<file path="config.mk">
export PLATFORM = sky130hd
export DESIGN_NAME = pipe_cla_addsub
export DESIGN_NICKNAME = d
export VERILOG_FILES = /design/src/rtl/alu_pkg.sv /design/src/rtl/cla_slice.sv /design/src/rtl/pipe_cla_addsub.sv
export SDC_FILE = /design/constraint.sdc
export NUM_CORES = 1
export LEC_CHECK = 0
export BUFFER_PORTS_ARGS = -buffer_cell sky130_fd_sc_hd__clkbuf_2
export CORE_MARGIN = 3
export CORE_UTILIZATION = 49
export CTS_CLUSTER_DIAMETER = 80
export DETAILED_ROUTE_END_ITERATION = 10
export GPL_ROUTABILITY_DRIVEN = 0
export PLACE_DENSITY = 0.82
export SKIP_CTS_REPAIR_TIMING = 1
export SYNTH_ARGS = -nofsm -noshare
export SYNTH_HDL_FRONTEND = slang
export SYNTH_HIERARCHICAL = 1
export SYNTH_SLANG_ARGS = --single-unit
</file>
<file path="constraint.sdc">
create_clock -name i_clk -period 2.9 [get_ports i_clk]
set_clock_uncertainty 0.05 [all_clocks]
set_input_delay 0.145 -clock i_clk [delete_from_list [all_inputs] [get_ports i_clk]]
set_output_delay 0.145 -clock i_clk [all_outputs]
set_load 0.01 [all_outputs]
</file>
<file path="src/rtl/alu_pkg.sv">
// Shared constants and the 4-bit carry-lookahead group used by the pipelined add/sub.
package alu_pkg;

  localparam int unsigned DEF_WIDTH  = 32;
  localparam int unsigned DEF_STAGES = 2;
  localparam int unsigned STAGES_MIN = 1;
  localparam int unsigned STAGES_MAX = 4;
  localparam int unsigned GROUP_W    = 4;

  typedef struct packed {
    logic [GROUP_W-1:0] sum;
    logic               cout;
  } cla4_t;

  // Fully expanded lookahead carries for one 4-bit group.
  function automatic cla4_t cla4(input logic [GROUP_W-1:0] a,
                                 input logic [GROUP_W-1:0] b,
                                 input logic               cin);
    logic [GROUP_W-1:0] p;
    logic [GROUP_W-1:0] g;
    logic [GROUP_W:0]   c;
    cla4_t              r;
    p    = a ^ b;
    g    = a & b;
    c[0] = cin;
    c[1] = g[0] | (p[0] & cin);
    c[2] = g[1] | (p[1] & g[0]) | (p[1] & p[0] & cin);
    c[3] = g[2] | (p[2] & g[1]) | (p[2] & p[1] & g[0]) | (p[2] & p[1] & p[0] & cin);
    c[4] = g[3] | (p[3] & g[2]) | (p[3] & p[2] & g[1]) | (p[3] & p[2] & p[1] & g[0])
         | (p[3] & p[2] & p[1] & p[0] & cin);
    r.sum  = p ^ c[GROUP_W-1:0];
    r.cout = c[GROUP_W];
    return r;
  endfunction

endpackage

</file>
<file path="src/rtl/cla_slice.sv">
// Combinational adder slice: 4-bit lookahead groups with ripple carry between groups.
module cla_slice
  import alu_pkg::*;
#(
  parameter int unsigned W = 16
) (
  input  logic [W-1:0] i_a,
  input  logic [W-1:0] i_b,
  input  logic         i_cin,
  output logic [W-1:0] o_sum,
  output logic         o_cout
);

  localparam int unsigned NG = W / GROUP_W;

  logic [NG:0] w_c;
  cla4_t       w_grp;

  always_comb begin
    w_c    = '0;
    w_grp  = '0;
    o_sum  = '0;
    w_c[0] = i_cin;
    for (int unsigned g = 0; g < NG; g++) begin
      w_grp = cla4(i_a[g*GROUP_W +: GROUP_W], i_b[g*GROUP_W +: GROUP_W], w_c[g]);
      o_sum[g*GROUP_W +: GROUP_W] = w_grp.sum;
      w_c[g+1] = w_grp.cout;
    end
    o_cout = w_c[NG];
  end

endmodule

</file>
<file path="src/rtl/pipe_cla_addsub.sv">
// Pipelined add/subtract: one WIDTH/STAGES-bit CLA slice per stage, carry and operands
// skewed through stage registers, valid/ready handshake with collapsing bubbles.
module pipe_cla_addsub
  import alu_pkg::*;
#(
  parameter int unsigned WIDTH  = DEF_WIDTH,
  parameter int unsigned STAGES = DEF_STAGES
) (
  input  logic             i_clk,
  input  logic             i_rst_n,
  input  logic             i_valid,
  output logic             o_ready,
  input  logic [WIDTH-1:0] i_a,
  input  logic [WIDTH-1:0] i_b,
  input  logic             i_sub,
  output logic             o_valid,
  input  logic             i_ready,
  output logic [WIDTH-1:0] o_result,
  output logic             o_cout,
  output logic             o_ovf,
  output logic             o_zero
);

  localparam int unsigned SW = WIDTH / ((STAGES == 0) ? 1 : STAGES);

  generate
    if (STAGES < STAGES_MIN || STAGES > STAGES_MAX || WIDTH == 0 ||
        (WIDTH % (GROUP_W * ((STAGES == 0) ? 1 : STAGES))) != 0) begin : g_bad_params
      $error("pipe_cla_addsub: illegal WIDTH/STAGES combination");
    end
  endgenerate

  logic             r_vld     [STAGES];
  logic             r_c       [STAGES];
  logic [WIDTH-1:0] r_a       [STAGES];
  logic [WIDTH-1:0] r_b       [STAGES];
  logic [WIDTH-1:0] r_res     [STAGES];

  logic             w_in_vld  [STAGES];
  logic             w_in_c    [STAGES];
  logic [WIDTH-1:0] w_in_a    [STAGES];
  logic [WIDTH-1:0] w_in_b    [STAGES];
  logic [WIDTH-1:0] w_in_res  [STAGES];
  logic [SW-1:0]    w_sum     [STAGES];
  logic             w_cout    [STAGES];
  logic [WIDTH-1:0] w_res_nxt [STAGES];
  logic             w_rdy     [STAGES];
  logic             w_ovf;
  logic             w_zero;

  // Stage inputs: stage 0 takes the port beat (B inverted for subtract), later stages the skew regs.
  always_comb begin
    for (int unsigned k = 0; k < STAGES; k++) begin
      w_in_vld[k] = 1'b0;
      w_in_c[k]   = 1'b0;
      w_in_a[k]   = '0;
      w_in_b[k]   = '0;
      w_in_res[k] = '0;
    end
    w_in_vld[0] = i_valid;
    w_in_a[0]   = i_a;
    w_in_b[0]   = i_sub ? ~i_b : i_b;
    w_in_c[0]   = i_sub;
    for (int unsigned k = 1; k < STAGES; k++) begin
      w_in_vld[k] = r_vld[k-1];
      w_in_c[k]   = r_c[k-1];
      w_in_a[k]   = r_a[k-1];
      w_in_b[k]   = r_b[k-1];
      w_in_res[k] = r_res[k-1];
    end
  end

  for (genvar k = 0; k < STAGES; k++) begin : g_stage
    cla_slice #(.W(SW)) u_slice (
      .i_a    (w_in_a[k][k*SW +: SW]),
      .i_b    (w_in_b[k][k*SW +: SW]),
      .i_cin  (w_in_c[k]),
      .o_sum  (w_sum[k]),
      .o_cout (w_cout[k])
    );
  end

  // A stage may load when it is empty or its content moves on this cycle.
  always_comb begin
    for (int unsigned k = 0; k < STAGES; k++) w_rdy[k] = 1'b0;
    w_rdy[STAGES-1] = !r_vld[STAGES-1] || i_ready;
    for (int k = int'(STAGES) - 2; k >= 0; k--) w_rdy[k] = !r_vld[k] || w_rdy[k+1];
  end

  always_comb begin
    for (int unsigned k = 0; k < STAGES; k++) begin
      w_res_nxt[k] = w_in_res[k];
      w_res_nxt[k][k*SW +: SW] = w_sum[k];
    end
    w_ovf  = (w_in_a[STAGES-1][WIDTH-1] == w_in_b[STAGES-1][WIDTH-1]) &&
             (w_res_nxt[STAGES-1][WIDTH-1] != w_in_a[STAGES-1][WIDTH-1]);
    w_zero = (w_res_nxt[STAGES-1] == '0);
  end

  always_ff @(posedge i_clk or negedge i_rst_n) begin
    if (!i_rst_n) begin
      for (int unsigned k = 0; k < STAGES; k++) r_vld[k] <= 1'b0;
      o_result <= '0;
      o_cout   <= 1'b0;
      o_ovf    <= 1'b0;
      o_zero   <= 1'b0;
    end else begin
      for (int unsigned k = 0; k < STAGES; k++) begin
        if (w_rdy[k]) r_vld[k] <= w_in_vld[k];
      end
      if (w_rdy[STAGES-1] && w_in_vld[STAGES-1]) begin
        o_result <= w_res_nxt[STAGES-1];
        o_cout   <= w_cout[STAGES-1];
        o_ovf    <= w_ovf;
        o_zero   <= w_zero;
      end
    end
  end

  // Skew registers for intermediate stages; qualified by the valid bits, so left unreset.
  always_ff @(posedge i_clk) begin
    for (int unsigned k = 0; k + 1 < STAGES; k++) begin
      if (w_rdy[k] && w_in_vld[k]) begin
        r_a[k]   <= w_in_a[k];
        r_b[k]   <= w_in_b[k];
        r_c[k]   <= w_cout[k];
        r_res[k] <= w_res_nxt[k];
      end
    end
  end

  assign o_valid = r_vld[STAGES-1];
  assign o_ready = w_rdy[0];

endmodule

</file>
* Word level (Yosys, flattened, before mapping)
Memory sizes are Yosys's and may differ from the RTL's.
Cells that the tools add are included.
** Operators by class
- Equal/unequal tests :: 2
- Multiplexer cells :: 3
- Bitwise operators :: 233
- Reductions and logical operators :: 8
** Operator list (count)
- 1-bit AND :: 128
- 1-bit bitwise OR :: 80
- 4-bit XOR :: 16
- 4-bit AND :: 8
- 32-bit logical NOT :: 1
- 32-bit 2-to-1 mux :: 1
- 32-bit inverter :: 1
- 1-bit logical AND :: 3
- 1-bit logical NOT :: 2
- 1-bit logical OR :: 2
- 1-bit 2-to-1 mux :: 2
- 1-bit equality test :: 1
- 1-bit inequality test :: 1
** Storage, ports and cells
- Flip-flop bits (word level) :: 37
- Bits in writable memories :: 162
- Logic and storage cells :: 256
- Memories :: 4
** Memory list
- r_a :: words 2, width 32, read ports 1, clocked after memory_dff 0, wr ports 1, RTL line pipe_cla_addsub.sv:35 : logic [WIDTH-1:0] r_a [STAGES];
- r_b :: words 2, width 32, read ports 1, clocked after memory_dff 0, wr ports 1, RTL line pipe_cla_addsub.sv:36 : logic [WIDTH-1:0] r_b [STAGES];
- r_res :: words 2, width 16, read ports 1, clocked after memory_dff 0, wr ports 1, RTL line pipe_cla_addsub.sv:37 : logic [WIDTH-1:0] r_res [STAGES];
- r_c :: words 2, width 1, read ports 1, clocked after memory_dff 0, wr ports 1, RTL line pipe_cla_addsub.sv:34 : logic r_c [STAGES];

* Logic depth before layout (Yosys ltp)
Gate-level depths: netlist (run 1).
An unclocked memory read counts as a cell.
- Depth in word-level cells :: 16
- Mapped depth :: 10
- Depth with buffers taken out :: 10

* By module
Netlist (run 1), hierarchy kept.
** Modules (own cells, without submodules)
- pipe_cla_addsub :: times used 1, cells an instance 182, area each 3369.5 µm², sequential area each 2397.3 µm²
- cla_slice at g_stage[0].u_slice :: times used 1, cells an instance 90, area each 762.0 µm², sequential area each 0.0 µm²
- cla_slice at g_stage[1].u_slice :: times used 1, cells an instance 66, area each 606.8 µm², sequential area each 0.0 µm²

* Worst setup path after synthesis (run 1)
Ideal clock, no wire load.
- Kind :: register -> register
- Start :: memory r_a[0][20] (netlist bit)
- End :: register o_zero
- Arrival :: 2.888 ns
- Required time :: 2.755 ns
- Slack :: -0.134 ns
- Stages on the path, launching flop included :: 11
- Path buffers :: 0
- Path through :: edfxtp_1 ha_1 a21o_1 a221o_1 a31o_1 a221o_1 fa_1 xor2_1 nor4_1 nand4_1 o31ai_1
** RTL lines
- from (decl) :: RTL line pipe_cla_addsub.sv:35
- to (signal assigned) :: RTL line pipe_cla_addsub.sv:115 : o_zero <= w_zero;
- to (decl) :: RTL line pipe_cla_addsub.sv:21 : output logic o_zero

==> results_dict.tcl, run 1 <==
set metrics [dict create \
    finalHoldViolCount 0 \
    synth_area_leader_cell "sky130_fd_sc_hd__edfxtp_1" \
    crit_path_max_fanout 3 \
    vias 3169 \
    least_margin_pin_slew_ns 0.920 \
    r2r_cells 10 \
    critPathTopFamily "compound AO/OA/AOI/OAI gates" \
    max_clock_freq_ghz 0.313 \
    clkTransAtPathRegs_ns 0.08 \
    synth_flop_cell "sky130_fd_sc_hd__edfxtp_1" \
    max_cap_viol_count 0 \
    worstHoldPathCells 2 \
    critical-path-top-cell-by-count "sky130_fd_sc_hd__a221o_1" \
    min_path_type "primary input to register" \
    timing.critical_path.required_ns 3.09 \
    netlist_top_cells_area "sky130_fd_sc_hd__edfxtp_1, sky130_fd_sc_hd__dfrtp_1, sky130_fd_sc_hd__mux2_4" \
    crit_path_cell_trace "ha_1 > a21o_1 > a221o_1 > a31o_1 > a221o_1 > fa_2 > xor2_1 > nor4_1 > nand4_1 > o31ai_1" \
    timing.final.setup_violations 1 \
    async_reset_ff_share_pct 43.0 \
    slew_headroom_pct 38.7 \
    number_of_nets_in_the_synthesized_netlist 447 \
    vias_in_the_first_global_route 3303 \
    detailedPlacementHpwl_um 7310 \
    clockBufferDepth 2 \
    design_power_total_mw 3.67 \
    floorplan.core_area_um2 9330 \
    rows 35 \
    area_delta_synth_final_pct 24.5 \
    num_antenna_cells 0 \
    htree_num_levels 3 \
    placed_area_um2 5520 \
    drt_pre_antenna_iters 4 \
    initial_utilization_pct 50.8 \
    fin_cells 617 \
    postSynthRegisterBits 86 \
    place_worst_setup_slack_ns -0.272 \
    synth.avg_cell_area_um2 14.0 \
    logic_depth_of_the_worst_path_buffers_included 10 \
    timing.final.max_slew_violations 0 \
    grt_overflow 0 \
    grt_antenna_before_repair 0 \
    critical-path-max-stage-delay_ns 0.40 \
    netlist.area_leader.share_pct 31.1 \
    grt_first_pass_wirelength_um 15400 \
    port-buffer-count 105 \
    routed_wirelength_um 9650 \
    vias_per_cell 5.14 \
    path_class "register to register" \
    grt_setup_unrepaired "yes" \
    post-route-cell-area_um2 5900 \
    cts_buffers 9 \
    run_status "complete, but fails checks" \
    syn_area_um2 4740 \
    netlist-cell-type-count 54 \
    post-route-min-period_ns 3.20 \
    totalNegativeSetupSlack_ns -0.298 \
    ios 106 \
    power.density_cell_area_nw_per_um2 623 \
    final_util_pct 63.2 \
    floorplan.die.width_um 104 \
    crit_path_top_delay_cell "sky130_fd_sc_hd__edfxtp_1" \
    wl_per_cell_um 15.6 \
    dr.first_iter.drc_count 92 \
    worst_supply_voltage_drop_on_vdd_v 0.000268 \
    synth.yosys.warnings 6 \
    clk-insertion-delay-late_ns 0.35 \
    cts.sink_count 86 \
    commonest_cells_in_the_netlist "sky130_fd_sc_hd__edfxtp_1, sky130_fd_sc_hd__xor2_1, sky130_fd_sc_hd__dfrtp_1" \
    drc_errors 0 \
    violations "setup timing" \
    die_area_um2 10900 \
    power.static_leakage_nw 2.72 \
    finalWorstSetupSlack_ns -0.298 \
    total_track_usage_pct 17.9 \
    final_layout_size_suffix_gt1_share_pct 39.1 \
    die_height_um 104 \
    critical_path.startpoint_type "register" \
    cp-end-kind "register" \
    cts_tree "done" \
    hold_ws_ns 0.0431 \
    finish.net_count 592 \
    syn-instance-count 338 \
    yosysSeqAreaShare_pct 50.6 \
    final.period_utilization_pct 110 \
    yosys.cell_count.top_type "sky130_fd_sc_hd__edfxtp_1" \
    critical_path.n_buffers_inverters 0 \
    clock-root-buffer "sky130_fd_sc_hd__clkbuf_8" \
    synth-edff-count 49 \
    grt_start_max_net_pins 50 \
    cp.arrival_ns 3.38 \
    post-place-cells 582 \
    ant_nets 0 \
]
==> kinds of logic after synthesis <==
logic type | Yosys count | share of synthesized area [%]
AOI/OAI and AO/OA | 51 | 8.77
xor gates and xnor gates | 52 | 9.61
adders and majority gates | 40 | 11.8
buffers and inverters | 21 | 2.24
DFF | 86 | 50.6
muxes | 34 | 10.4
and+or+nand+nor | 54 | 6.58
==> area by class of cell <==
cell class	count	area [um2]
clock inverter	6	53.8
multi-input combinational	231	2260
sequential	86	2400
fill	733	3430
clock buffer	10	128
inverter	14	52.6
timing repair buffer	141	841
tap	129	161
==> per-layer routing <==
layer / global-route usage (%) / routed length [um] / share of wire, %
met1: 20.9 / 4000 / 41
met2: 32.2 / 5090 / 53
met3: 3.04 / 330 / 3.4
met4: 7.41 / 225 / 2.3
met5: 0 / 0 / 0
==> registers in the layout (all words and copies together), names as in the netlist <==
signal	flops
r_vld	1
o_valid	1
o_zero	1
r_a	16
o_cout	1
r_c	1
r_b	16
o_result	32
o_ovf	1
r_res	16
==> where the power goes <==
group	leakage, nW	switching, mW	internal, mW
Sequential	0.904	0.146	1.56
Clock	0.0972	0.391	0.390
Combinational	1.72	0.560	0.627
==> path summary, 6_finish.rpt <==
kind | from | to | slack [ns]
hold / removal | i_b[17] | r_b[0][17] | 0.04
setup / recovery | r_b[0][20] | o_zero | -0.30
hold reg to reg | o_ovf | o_ovf | 0.46
setup reg to reg | r_b[0][20] | o_zero | -0.30
max in group asynchronous | i_rst_n | o_result[9] | 1.81
min in group asynchronous | i_rst_n | r_vld[1] | 0.42
==> placed cells by master, fill, tap and decap left out, types with 8 or more instances in the layout <==
cell type                         n
sky130_fd_sc_hd__nor4_1           8
sky130_fd_sc_hd__clkbuf_2       105
sky130_fd_sc_hd__a21o_1          10
sky130_fd_sc_hd__buf_4           18
sky130_fd_sc_hd__dlygate4sd3_1   18
sky130_fd_sc_hd__xor2_1          39
sky130_fd_sc_hd__dfrtp_1         37
sky130_fd_sc_hd__clkbuf_8         9
sky130_fd_sc_hd__xnor2_1         12
sky130_fd_sc_hd__edfxtp_1        49
sky130_fd_sc_hd__inv_1           14
sky130_fd_sc_hd__a21oi_1          9
sky130_fd_sc_hd__nor2_1           8
sky130_fd_sc_hd__mux2_4          29
sky130_fd_sc_hd__ha_1            31
(Power assumes the default switching activity.)
==> run 2: changes to the inputs <==
--- a/config.mk
+++ b/config.mk
@@ -7,11 +7,11 @@
 export LEC_CHECK = 0
 export BUFFER_PORTS_ARGS = -buffer_cell sky130_fd_sc_hd__clkbuf_2
 export CORE_MARGIN = 3
-export CORE_UTILIZATION = 49
+export CORE_UTILIZATION = 45
 export CTS_CLUSTER_DIAMETER = 80
 export DETAILED_ROUTE_END_ITERATION = 10
 export GPL_ROUTABILITY_DRIVEN = 0
-export PLACE_DENSITY = 0.82
+export PLACE_DENSITY = 0.77
 export SKIP_CTS_REPAIR_TIMING = 1
 export SYNTH_ARGS = -nofsm -noshare
 export SYNTH_HDL_FRONTEND = slang
==> constraint.sdc (replaced) <==
create_clock -name i_clk -period 2.9 [get_ports i_clk]
set_clock_uncertainty 0.05 [all_clocks]
set_input_delay 0.58 -clock i_clk [delete_from_list [all_inputs] [get_ports i_clk]]
set_output_delay 0.58 -clock i_clk [all_outputs]
set_load 0.01 [all_outputs]
==> results_dict.tcl, run 2 (same netlist as run 1, synthesis figures left out) <==
set metrics [dict create \
    run_status "complete, but fails checks" \
    violations "setup timing" \
    final_layout_size_suffix_gt1_share_pct 45.9 \
    wl_per_cell_um 15.2 \
    dr.first_iter.drc_count 178 \
    grt_overflow 0 \
    rows 36 \
    design_power_total_mw 3.91 \
    grt_first_pass_wirelength_um 15600 \
    largest_register_ff_count 32 \
    crit_path_cell_trace "ha_1 > and3_4 > a221o_1 > a31o_1 > a221o_1 > fa_2 > xor2_2 > nor4_2 > nand4_1 > o31ai_2" \
    clk-insertion-delay-late_ns 0.35 \
    initial_utilization_pct 47.4 \
    clkTransAtPathRegs_ns 0.09 \
    critPathTopFamily "compound AO/OA/AOI/OAI gates" \
    ff_latch_area_um2 2400 \
    finalHoldViolCount 0 \
    switchingPower_mw 1.15 \
    cts_buffers 9 \
    area_delta_synth_final_pct 27.9 \
    cp.arrival_ns 3.41 \
    power.static_leakage_nw 2.81 \
    r2r_setup_slack_ns -0.30 \
    totalNegativeSetupSlack_ns -0.600 \
    critical_path.n_buffers_inverters 0 \
    num_antenna_cells 0 \
    power.density_cell_area_nw_per_um2 646 \
    vias 3147 \
    clock-root-buffer "sky130_fd_sc_hd__clkbuf_8" \
    grt_start_max_net_pins 38 \
    post-route-min-period_ns 3.20 \
    crit_path_top_delay_cell "sky130_fd_sc_hd__fa_2" \
    most_common_cell_after_layout_fill_and_taps_aside "sky130_fd_sc_hd__clkbuf_2" \
    timing.critical_path.required_ns 3.10 \
    worst_supply_voltage_drop_on_vdd_v 0.000298 \
    fin_cells 630 \
    post-place-cells 610 \
    p_int_mw 2.76 \
    port-buffer-count 105 \
    r2r_cells 10 \
    place_worst_setup_slack_ns -0.392 \
    final.period_utilization_pct 110 \
    min_path_type "primary input to async pin" \
    layout_common_cells "sky130_fd_sc_hd__clkbuf_2, sky130_fd_sc_hd__edfxtp_1, sky130_fd_sc_hd__buf_4" \
    worst_r2r_src "r_b[0][21]" \
    routed_wirelength_um 9590 \
    max_clock_freq_ghz 0.312 \
    total_track_usage_pct 17.0 \
    detailedPlacementHpwl_um 7540 \
    slew_headroom_pct 39.8 \
    floorplan.core_area_um2 10000 \
    power.switching_fraction_pct 29.4 \
    largest_reg_by_ff_count "o_result" \
    hold_ws_ns 0.295 \
    htree_num_levels 3 \
    max_cap_viol_count 0 \
    least_margin_pin_slew_ns 0.903 \
    logic_depth_of_the_worst_path_buffers_included 10 \
    critical-path-top-cell-by-count "sky130_fd_sc_hd__a221o_1" \
    cts.sink_count 86 \
    power.share.combinational_pct 32.3 \
    grt_antenna_before_repair 0 \
    ant_nets 0 \
    grt_setup_unrepaired "yes" \
    cts_tree "done" \
    setup.worst_path.start "r_b[0][21]" \
    timing.final.setup_violations 4 \
    path_class "register to register" \
    critical_path.startpoint_type "register" \
    clockBufferDepth 2 \
    die_height_um 109 \
    power.share.clock_pct 24.1 \
    seqPwrFrac_pct 43.6 \
    regToRegEndpoint "o_zero" \
    finalWorstSetupSlack_ns -0.301 \
    floorplan.die.width_um 109 \
    finish.net_count 601 \
    cp-end-kind "register" \
    crit_path_max_fanout 2 \
    drt_pre_antenna_iters 4 \
    vias_in_the_first_global_route 3392 \
    critical-path-max-stage-delay_ns 0.42 \
    vias_per_cell 5.00 \
    die_area_um2 11800 \
    multi_input_area_um2 2320 \
    fillCellCount 802 \
    timing.final.max_slew_violations 0 \
    drc_errors 0 \
    cp-endpoint "o_zero" \
    ios 106 \
]
## run 2: final cells by class
class                   instances  share of cell area, %
flip-flops and latches         86                   39.6
clock inverters                 6                   1.55
well taps                     133                   2.75
clock buffers                  10                   2.27
inverters                      14                  0.867
multi-input cells             231                   38.3
repair buffers                150                   14.7
## run 2: how the worst min path moves through the flow
| stage | endpoint | startpoint | slack (ns) | cells past startpoint |
|---|---|---|---|---|
| finish | o_result[25] | i_rst_n | 0.30 | 1 |
| global route | r_a[0][27] | i_a[27] | 0.32 | 1 |
| CTS | o_result[25] | i_rst_n | 0.32 | 1 |
| detailed placement | o_cout | o_cout | 0.45 | 1 |
| global placement | o_result[8] | r_res[0][8] | 0.44 | 1 |
| floorplan | o_cout | i_rst_n | 0.23 | 0 |
## run 2: power by group through the flow
stage / Clock [mW] / Sequential [mW] / Combinational, mW
finish: 0.944 / 1.71 / 1.26
detailed placement: 0 / 1.73 / 1.24
CTS: 0.960 / 1.71 / 1.24
global route: 1.02 / 1.74 / 1.39
floorplan: 0 / 1.77 / 0.697
global placement: 0 / 1.72 / 1.20
## run 2: routing by layer
layer / vias up / GRT usage (%) / share of wire [%]
met5: - / 0 / 0
li1: 1550 / - / -
met3: 10 / 4.14 / 5.4
met2: 85 / 30.5 / 51
met4: 0 / 4.24 / 1.3
met1: 1502 / 20.3 / 42
## run 2: through the flow
step                      instance area (um2)  util (%)
final                                    6060      60.6
after global routing                     6060      60.6
after CTS                                5970      59.7
after detailed placement                 5730      57.3
after global placement                   5730      57.3
after floorplan                          4780         -
## run 2: worst register-to-register path, stage by stage, from the launching register on
cell,delay [ns]
sky130_fd_sc_hd__edfxtp_1,0.40
sky130_fd_sc_hd__ha_1,0.34
sky130_fd_sc_hd__and3_4,0.20
sky130_fd_sc_hd__a221o_1,0.29
sky130_fd_sc_hd__a31o_1,0.22
sky130_fd_sc_hd__a221o_1,0.38
sky130_fd_sc_hd__fa_2,0.42
sky130_fd_sc_hd__xor2_2,0.17
sky130_fd_sc_hd__nor4_2,0.25
sky130_fd_sc_hd__nand4_1,0.15
sky130_fd_sc_hd__o31ai_2,0.25
==> run 3: changes to the inputs <==
--- a/config.mk
+++ b/config.mk
@@ -12,7 +12,6 @@
 export DETAILED_ROUTE_END_ITERATION = 10
 export GPL_ROUTABILITY_DRIVEN = 0
 export PLACE_DENSITY = 0.77
-export SKIP_CTS_REPAIR_TIMING = 1
 export SYNTH_ARGS = -nofsm -noshare
 export SYNTH_HDL_FRONTEND = slang
 export SYNTH_HIERARCHICAL = 1
==> results_dict.tcl, run 3 (same netlist as run 1, synthesis figures left out) <==
set metrics [dict create \
    layout_common_cells "sky130_fd_sc_hd__clkbuf_2, sky130_fd_sc_hd__edfxtp_1, sky130_fd_sc_hd__xor2_1, sky130_fd_sc_hd__buf_4, sky130_fd_sc_hd__dfrtp_1" \
    finalWorstSetupSlack_ns -0.191 \
    rows 36 \
    most_common_cell_after_layout_fill_and_taps_aside "sky130_fd_sc_hd__clkbuf_2" \
    regToRegEndpoint "o_zero" \
    timing.final.max_slew_violations 0 \
    timing.final.setup_violations 2 \
    met1_usage_pct 20.3 \
    finish.net_count 597 \
    grt_first_pass_wirelength_um 15600 \
    initial_utilization_pct 47.4 \
    clkTransAtPathRegs_ns 0.09 \
    cts.sink_count 86 \
    hold_ws_ns 0.294 \
    grt_use_met3_pct 4.14 \
    post-route-min-period_ns 3.09 \
    power.static_leakage_nw 2.79 \
    slew_headroom_pct 39.6 \
    min_path_type "primary input to async pin" \
    totalNegativeSetupSlack_ns -0.203 \
    ios 106 \
    wl_per_cell_um 15.0 \
    cts_tree "done" \
    cp.arrival_ns 3.30 \
    floorplan.core_area_um2 10000 \
    drt_pre_antenna_iters 4 \
    final.period_utilization_pct 107 \
    dr.first_iter.drc_count 168 \
    die_area_um2 11800 \
    least_margin_pin_slew_ns 0.906 \
    ant_nets 0 \
    largest_reg_by_ff_count "o_result" \
    gr-max-usage-layer "met2" \
    vias_in_the_first_global_route 3396 \
    cts_buffers 9 \
    grt_overflow 0 \
    critPathTopFamily "compound AO/OA/AOI/OAI gates" \
    grt_start_max_net_pins 38 \
    clock-root-buffer "sky130_fd_sc_hd__clkbuf_8" \
    num_antenna_cells 0 \
    floorplan.die.width_um 109 \
    detailedPlacementHpwl_um 7540 \
    critical_path.n_buffers_inverters 0 \
    grt_antenna_before_repair 0 \
    r2r_cells 10 \
    largest_register_ff_count 32 \
    total_track_usage_pct 17.0 \
    r2r_setup_slack_ns -0.19 \
    worst_r2r_src "r_b[0][20]" \
    crit_path_top_delay_cell "sky130_fd_sc_hd__edfxtp_1" \
    vias_per_cell 5.00 \
    routed_wirelength_um 9420 \
    critical-path-max-stage-delay_ns 0.41 \
    clockBufferDepth 2 \
    path_class "register to register" \
    port-buffer-count 105 \
    die_height_um 109 \
    vias 3131 \
    critical-path-top-cell-by-count "sky130_fd_sc_hd__a221o_1" \
    grt_use_met2_pct 30.6 \
    crit_path_max_fanout 3 \
    grt_setup_unrepaired "yes" \
    run_status "complete, but fails checks" \
    max_clock_freq_ghz 0.324 \
    htree_num_levels 3 \
    final_layout_size_suffix_gt1_share_pct 44.6 \
    cp-end-kind "register" \
    power.density_cell_area_nw_per_um2 648 \
    finalHoldViolCount 0 \
    area_delta_synth_final_pct 26.4 \
    timing.critical_path.required_ns 3.10 \
    violations "setup timing" \
    worst_supply_voltage_drop_on_vdd_v 0.000296 \
    max_cap_viol_count 0 \
    cts_setup_buffers 0 \
    critical_path.startpoint_type "register" \
    clk-insertion-delay-late_ns 0.35 \
    crit_path_cell_trace "ha_1 > a21o_1 > a221o_1 > a31o_1 > a221o_1 > fa_2 > xor2_1 > nor4_1 > nand4_1 > o31ai_2" \
    drc_errors 0 \
]
## run 3: cell count changes in the layout (fill, tap and decap cells not counted), sizes merged
cell / before / now
buf: 45 / 41
## run 3: worst max path at each step
| stage | start | to | slack (ns) | depth (start not counted) |
|---|---|---|---|---|
| 3_3_place_gp | r_a[0][22] | o_zero | -0.35 | 10 |
| 6_report | r_b[0][20] | o_zero | -0.19 | 10 |
| 3_5_place_dp | r_a[0][21] | o_zero | -0.39 | 10 |
| 4_1_cts | r_a[0][22] | o_zero | -0.18 | 10 |
| 5_1_grt | r_b[0][20] | o_zero | -0.41 | 10 |
| 2_1_floorplan | i_sub | r_res[0][13] | -0.19 | 10 |
## run 3: repair_timing
item | 4_1_cts | 5_1_grt
endpoints found under the setup margin | 2 | 4
hold buffers | 0 | 0
resized for setup | 3 | 1
pin swaps | 2 | 0
## run 3: layer usage
metal / up-vias / routed length, um
met2: 78 / 4870
li1: 1545 / -
met5: - / 0
met1: 1501 / 3970
met3: 7 / 502
met4: 0 / 76
## run 3: power by group
part	total [mW]	internal (mW)	switching (mW)
registers	1.70	1.56	0.143
logic	1.23	0.670	0.564
clock network	0.943	0.514	0.429
## run 3: per-stage QoR
stage	setup slack (ns)	area, um2	std cells	power (mW)	util (%)
floorplan	-0.194	4780	338	2.47	-
global placement	-0.353	5730	610	2.92	57.3
detailed placement	-0.392	5730	610	2.97	57.3
CTS	-0.185	5980	626	3.92	59.8
global route	-0.411	5990	626	4.12	59.9
finish	-0.191	5990	626	3.88	59.9
## run 3: worst register-to-register path: cells and delay by family, from the launching register on
family	cells	cell delay, ns
compound gates	5	1.27
flops	1	0.41
simple gates	2	0.40
fa+ha+maj	2	0.69
xor+xnor	1	0.19
## run 3: final cells by class
type                       instances  area (um2)
fill                             810        4010
clock inverter                     6        93.8
inverter                          14        52.6
clock buffer                      10         138
tap                              133         166
sequential                        86        2400
timing repair buffer             146         858
multi-input combinational        231        2280
